## config.mk

```make
export PLATFORM = sky130hd
export DESIGN_NAME = fifo_rd_adapter
export DESIGN_NICKNAME = d
export VERILOG_FILES = /design/src/rtl/fifo_rd_adapter_pkg.sv /design/src/rtl/fifo_rd_adapter_chk.sv /design/src/rtl/fifo_rd_adapter_rd_skid_buf.sv /design/src/rtl/fifo_rd_adapter.sv
export SDC_FILE = /design/constraint.sdc
export NUM_CORES = 1
export LEC_CHECK = 0
export CAP_MARGIN = 20
export CORE_MARGIN = 10
export CORE_UTILIZATION = 45
export CTS_CLUSTER_DIAMETER = 120
export DETAILED_ROUTE_END_ITERATION = 8
export GPL_TIMING_DRIVEN = 0
export PLACE_DENSITY = 0.73
export SLEW_MARGIN = 20
export SYNTH_ARGS = -nofsm -noshare
export SYNTH_HDL_FRONTEND = slang
export SYNTH_SLANG_ARGS = --single-unit
```

## constraint.sdc

```tcl
create_clock -name clk -period 1.7 [get_ports clk]
set_input_delay 0.255 -clock clk [delete_from_list [all_inputs] [get_ports clk]]
set_output_delay 0.255 -clock clk [all_outputs]
set_load 0.1 [all_outputs]
```

## src/rtl/fifo_rd_adapter_pkg.sv

```systemverilog
// Shared constants and types for the FIFO read-side stream adapter.
// Widths here must stay in step with the FIFO shared package.
package fifo_rd_adapter_pkg;

  localparam int DEF_FIFO_WIDTH = 16;
  localparam int DEF_BUF_DEPTH  = 2;
  localparam int DEF_CNT_WIDTH  = 16;

  typedef logic [DEF_FIFO_WIDTH-1:0] fifo_word_t;

endpackage

```

## src/rtl/fifo_rd_adapter_chk.sv

```systemverilog
// Structural invariants of the read adapter, kept out of the datapath.
module fifo_rd_adapter_chk
  import fifo_rd_adapter_pkg::*;
#(
  parameter int DEPTH = DEF_BUF_DEPTH,
  parameter int CW    = $clog2(DEF_BUF_DEPTH + 1)
) (
  input logic          clk,
  input logic          rst,
  input logic          push,
  input logic [CW-1:0] count
);

  // The credit rule must never let a captured word land on a full buffer
  always @(posedge clk) begin
    if (!rst && push) begin
      assert (count < CW'(DEPTH));
    end
  end

endmodule

```

## src/rtl/fifo_rd_adapter_rd_skid_buf.sv

```systemverilog
// Small circular output buffer with push/pop, occupancy count and a
// valid/data head view; shared by the read- and write-side adapters.
module rd_skid_buf
  import fifo_rd_adapter_pkg::*;
#(
  parameter int WIDTH = DEF_FIFO_WIDTH,
  parameter int DEPTH = DEF_BUF_DEPTH,
  localparam int PW   = $clog2(DEPTH),
  localparam int CW   = $clog2(DEPTH + 1)
) (
  input  logic             clk,
  input  logic             rst,
  input  logic             push,
  input  logic [WIDTH-1:0] push_data,
  input  logic             pop,
  output logic [CW-1:0]    count,
  output logic             m_valid,
  output logic [WIDTH-1:0] m_data
);

  logic [WIDTH-1:0] mem_r [DEPTH];
  logic [PW-1:0]    rd_ptr_r;
  logic [PW-1:0]    wr_ptr_r;
  logic [CW-1:0]    count_r;

  // Storage, pointer and occupancy update; pointers wrap naturally at DEPTH
  always_ff @(posedge clk) begin
    if (rst) begin
      rd_ptr_r <= PW'(0);
      wr_ptr_r <= PW'(0);
      count_r  <= CW'(0);
      for (int i = 0; i < DEPTH; i++) begin
        mem_r[i] <= WIDTH'(0);
      end
    end else begin
      if (push) begin
        mem_r[wr_ptr_r] <= push_data;
        wr_ptr_r        <= wr_ptr_r + PW'(1);
      end
      if (pop) begin
        rd_ptr_r <= rd_ptr_r + PW'(1);
      end
      case ({push, pop})
        2'b10:   count_r <= count_r + CW'(1);
        2'b01:   count_r <= count_r - CW'(1);
        default: count_r <= count_r;
      endcase
    end
  end

  assign count   = count_r;
  assign m_valid = (count_r != CW'(0));
  assign m_data  = mem_r[rd_ptr_r];

endmodule

```

## src/rtl/fifo_rd_adapter.sv

```systemverilog
// Turns the FIFO's one-cycle-latency rd_en/data_out port into a
// valid/ready stream, with a forwarded-word counter and sticky underflow flag.
module fifo_rd_adapter
  import fifo_rd_adapter_pkg::*;
#(
  parameter int FIFO_WIDTH = DEF_FIFO_WIDTH,
  parameter int BUF_DEPTH  = DEF_BUF_DEPTH,
  parameter int CNT_WIDTH  = DEF_CNT_WIDTH
) (
  input  logic                  clk,
  input  logic                  rst,
  input  logic                  enable,
  input  logic                  fifo_empty,
  input  logic [FIFO_WIDTH-1:0] fifo_data_out,
  input  logic                  fifo_underflow,
  output logic                  fifo_rd_en,
  output logic [FIFO_WIDTH-1:0] m_data,
  output logic                  m_valid,
  input  logic                  m_ready,
  output logic [CNT_WIDTH-1:0]  fwd_count,
  output logic                  underflow_err
);

  localparam int            CW        = $clog2(BUF_DEPTH + 1);
  localparam logic [CW:0]   DEPTH_LIM = (CW + 1)'(BUF_DEPTH);

  logic                 pend_r;
  logic [CW-1:0]        buf_count_s;
  logic                 pop_s;
  logic [CW:0]          occ_s;
  logic [CW:0]          occ_after_pop_s;
  logic                 rd_en_s;
  logic [CNT_WIDTH-1:0] fwd_count_r;
  logic                 underflow_err_r;

  assign pop_s = m_valid && m_ready;

  // Issue a read only when the returning word is guaranteed a buffer slot
  always_comb begin
    occ_s           = {1'b0, buf_count_s} + {{CW{1'b0}}, pend_r};
    occ_after_pop_s = occ_s - {{CW{1'b0}}, pop_s};
    if (!rst && enable && !fifo_empty && (occ_after_pop_s < DEPTH_LIM)) begin
      rd_en_s = 1'b1;
    end else begin
      rd_en_s = 1'b0;
    end
  end

  assign fifo_rd_en = rd_en_s;

  // In-flight tracking, forwarded-word count and sticky underflow
  always_ff @(posedge clk) begin
    if (rst) begin
      pend_r          <= 1'b0;
      fwd_count_r     <= CNT_WIDTH'(0);
      underflow_err_r <= 1'b0;
    end else begin
      pend_r <= rd_en_s;
      if (pop_s) begin
        fwd_count_r <= fwd_count_r + CNT_WIDTH'(1);
      end else begin
        fwd_count_r <= fwd_count_r;
      end
      if (fifo_underflow) begin
        underflow_err_r <= 1'b1;
      end else begin
        underflow_err_r <= underflow_err_r;
      end
    end
  end

  rd_skid_buf #(
    .WIDTH (FIFO_WIDTH),
    .DEPTH (BUF_DEPTH)
  ) u_buf (
    .clk       (clk),
    .rst       (rst),
    .push      (pend_r),
    .push_data (fifo_data_out),
    .pop       (pop_s),
    .count     (buf_count_s),
    .m_valid   (m_valid),
    .m_data    (m_data)
  );

  fifo_rd_adapter_chk #(
    .DEPTH (BUF_DEPTH),
    .CW    (CW)
  ) u_chk (
    .clk   (clk),
    .rst   (rst),
    .push  (pend_r),
    .count (buf_count_s)
  );

  assign fwd_count     = fwd_count_r;
  assign underflow_err = underflow_err_r;

endmodule

```

==> flow_summary_export.csv <==
group,metric,value,unit
die,initial_core_util,47.2,%
die,dieHeight,93.7,um
sta,final_hold_viol_count,0,
synthesis,post_synth_inst_count,209,
synthesis,synth_sequential_area_ratio,58.2,%
final_layout,n_fill_cell,357,
synthesis,asyncSetResetFlopFracSynth,0,%
power,clock_power_share,33.8,%
route,drt-total-wl,5580,um
critical_path,largest_fanout_of_any_net_on_the_critical_path,2,
die,fp.dieW,93.7,um
synthesis,synth_nets,233,
critical_path,path_class,"flip-flop to output pin",
final_layout,area_overhead_of_the_layout_relative_to_synthesis,47.3,%
sta,report.final.setup_viol,41,
synthesis,syn_avg_cell_area,11.7,um^2
grt,grt_pass1_vias,1809,
synthesis,synth_edf_count,32,
critical_path,worst_setup_path_start_kind,"flip-flop",
final_layout,final_net_count,311,
grt,grt_util_all_layers,12.4,%
synthesis,yosysWarningCount,0,
sta,fin_tns_setup,-7.30,ns
critical_path,critical_path.slowest_cell,"sky130_fd_sc_hd__fa_1",
sta,drv_slew,0,
sta,finalCriticalPeriod,2.32,ns
synthesis,synth-main-ff-cell,"sky130_fd_sc_hd__edfxtp_1",
clocking,cts_buffers,5,
worst_hold_path,timing.hold.worst.class,"input port to flip-flop",
final_layout,finalCoreUtilization,69.5,%
placed_design,placement.io_buffers,55,
die,boundaryPins,57,
power,power.density_cell_area,816,nW/um^2
final_layout,post_layout_nonfiller_instances,358,
critical_path,endpoint_kind,"output pin",
die,fp.dieArea,8770,um^2
clocking,clk_latency,0.31,ns
critical_path,cp_cell_sequence,"buf_6 > nand2_4 > mux2i_2 > nand2_1 > fa_1 > nand4bb_1 > nor2_4 > buf_12",
route,average_wire_per_cell_in_the_routed_design,15.6,um
critical_path,critical_path.max_stage_delay,0.50,ns
clocking,cts_max_level,2,
die,floorplan.rows,26,
critical_path,crit_buf_inv,2,
clocking,cts.clk_slew.worst_paths,0.09,ns
clocking,ctsHoldBuffers,0,
route,postRouteAntennaNets,0,
placed_design,place_hpwl,3640,um
clocking,clockBufferDepth,2,
power,power.net_switching,0.000749,W
critical_path,critical-path-top-delay-family,"adder cells",
power,power_frac_comb,17.0,%
placed_design,place.gp.congestion,0.759,
die,coreArea,5170,um^2
sta,tightestPinTransition,0.749,ns
power,p_int,0.00219,W
critical_path,cp_data_required_time,1.44,ns
power,power.share.switching,25.5,%
route,routed-via-count,1786,
sta,worst_slew_margin_relative_to_its_limit,49.9,%
final_layout,insertedDiodeCount,0,
grt,grt_remaining_overflow,0,
status,outcome,"finished with violations",
grt,grt_first_pass_wirelength,8690,um
sta,max_clock_freq,431,MHz
grt,pin_count_of_the_biggest_net_entering_global_routing,17,
power,vdd_ir_drop_max,0.480,mV
placed_design,placed_cells_incl_taps,334,
synthesis,post_synth_num_cell_types,40,
route,drt_iter0_drc,40,
job,cap_viol_max_count,0,
route,drc,0,
status,failed_checks,"negative setup slack",
synthesis,synth-seq-cells,55,
power,static-leakage-power,1.37,nW
sta,setup_slack,-0.623,ns
sta,grt_setup_unrepaired,"true",
sta,finalClockSkew,0.00734,ns
clocking,ctsRootBufferMaster,"sky130_fd_sc_hd__clkbuf_8",
critical_path,worstPathArrival,2.07,ns
sta,fin_crit_sh,137,%
clocking,tritoncts_num_sinks,55,
route,route.detailed.vias_per_inst,4.99,
clocking,cts_tree,"done",
final_layout,share_of_layout_cells_above_drive_strength_1,39.9,%
grt,number_of_antenna_violations_at_the_first_check_in_global_routing,0,
synthesis,syn_area,2440,um^2
power,sequentialPowerShare,49.3,%
route,firstDrtPassIters,4,
-- logic make-up (layout without fill, tap and decap cells) --
| kind of cell | count (synthesis) | after routing | synth area share (%) |
|---|---|---|---|
| xor+xnor | 14 | 14 | 5.02 |
| flops | 55 | 55 | 58.2 |
| mux | 18 | 18 | 8.20 |
| fa+ha+maj | 2 | 2 | 1.33 |
| simple gates | 87 | 87 | 19.5 |
| compound gates | 19 | 19 | 5.23 |
| buf+inv | 14 | 93 | 2.56 |
-- cell usage in the layout (no fill, tap or decap), types with 8 or more instances in the layout --
cell                               n
sky130_fd_sc_hd__nand2_1           9
sky130_fd_sc_hd__mux2_2           11
sky130_fd_sc_hd__and2_1           32
sky130_fd_sc_hd__dfxtp_4          15
sky130_fd_sc_hd__clkdlybuf4s50_1  19
sky130_fd_sc_hd__nor2_1           19
sky130_fd_sc_hd__xnor2_1           8
sky130_fd_sc_hd__buf_6            12
sky130_fd_sc_hd__buf_4            17
sky130_fd_sc_hd__edfxtp_1         32
sky130_fd_sc_hd__clkdlybuf4s15_2  17
-- sequential cells by signal, indices dropped and copies added (netlist names), named ones only --
signal	count
u_buf.mem_r	32
fwd_count	16
u_buf.count	2
pend_r	1
u_buf.rd_ptr_r	1
u_buf.wr_ptr_r	1
underflow_err	1
-- power by group through the flow --
| stage | combinational (W) | sequential, W | clock (W) |
|---|---|---|---|
| 2_1_floorplan | 0.000307 | 0.00149 | 0 |
| 3_3_place_gp | 0.000454 | 0.00147 | 0 |
| 3_5_place_dp | 0.000457 | 0.00147 | 0 |
| 4_1_cts | 0.000467 | 0.00145 | 0.00101 |
| 5_1_grt | 0.000519 | 0.00145 | 0.00106 |
| 6_report | 0.000498 | 0.00145 | 0.000991 |
-- synth_stat cells, drive strengths merged (3+ instances only) --
cell type,number,share of area (%)
inv,3,0.46
xnor2,8,2.9
xor2,6,2.2
a21oi,6,1.2
nand2,10,1.5
nand3,5,1.0
dfxtp,23,19
buf,4,1.0
clkbuf,7,1.1
nor2,20,3.1
and2,32,8.2
or3,3,0.82
or2,3,0.77
nor3,3,0.61
edfxtp,32,39
o21ai,5,1.0
mux2,16,7.4
-- routing by layer --
metal / part of all wire (%) / global-route usage (%) / vias to the layer above
met4: 1.4 / 4.18 / 0
met2: 48 / 20.8 / 52
met5: 0 / 0 / -
li1: - / - / 885
met1: 42 / 13.5 / 839
met3: 8.9 / 5.84 / 10
-- path summary, 6_finish.rpt --
check                                          end  slack (ns)                   startpoint  cells after the start
hold / removal          fwd_count[15]$_SDFFE_PP0P_        0.35                          rst                      2
setup / recovery                        fifo_rd_en       -0.62  u_buf.count[1]$_SDFFE_PP0P_                      8
setup reg to reg  u_buf.mem_r[1][14]$_SDFFCE_PN0P_       -0.32            pend_r$_SDFF_PP0_                      2
hold reg to reg         underflow_err$_SDFFE_PP0P_        0.49   underflow_err$_SDFFE_PP0P_                      2
-- cell type report --
type                    instances  area (um^2)  share of cell area [%]
flip-flops and latches         55         1480                    41.1
clock inverters                 2         60.1                    1.67
clock buffers                   6         72.6                    2.02
well taps                      70         87.6                    2.43
multi-input cells             140         1040                    28.9
inverters                       3         11.3                   0.313
repair buffers                 75          800                    22.2
plain buffers                   7         45.0                    1.25
-- what timing repair did --
item / CTS / global route
gates resized for setup: 183 / 35
pin swaps: 7 / 9
setup buffers: 13 / 7
setup endpoints to repair: 80 / 53
-- stage by stage --
stage	total power [W]	setup slack, ns	hold slack, ns	instance area [um^2]
final	0.00293	-0.623	0.353	3600
after floorplan	0.00179	-0.508	0.371	2510
after detailed placement	0.00193	-1.78	0.473	3150
after global routing	0.00303	-0.740	0.375	3600
after global placement	0.00192	-1.78	0.453	3150
after CTS	0.00292	-0.709	0.331	3430
Power figures use the tool's default switching activity.
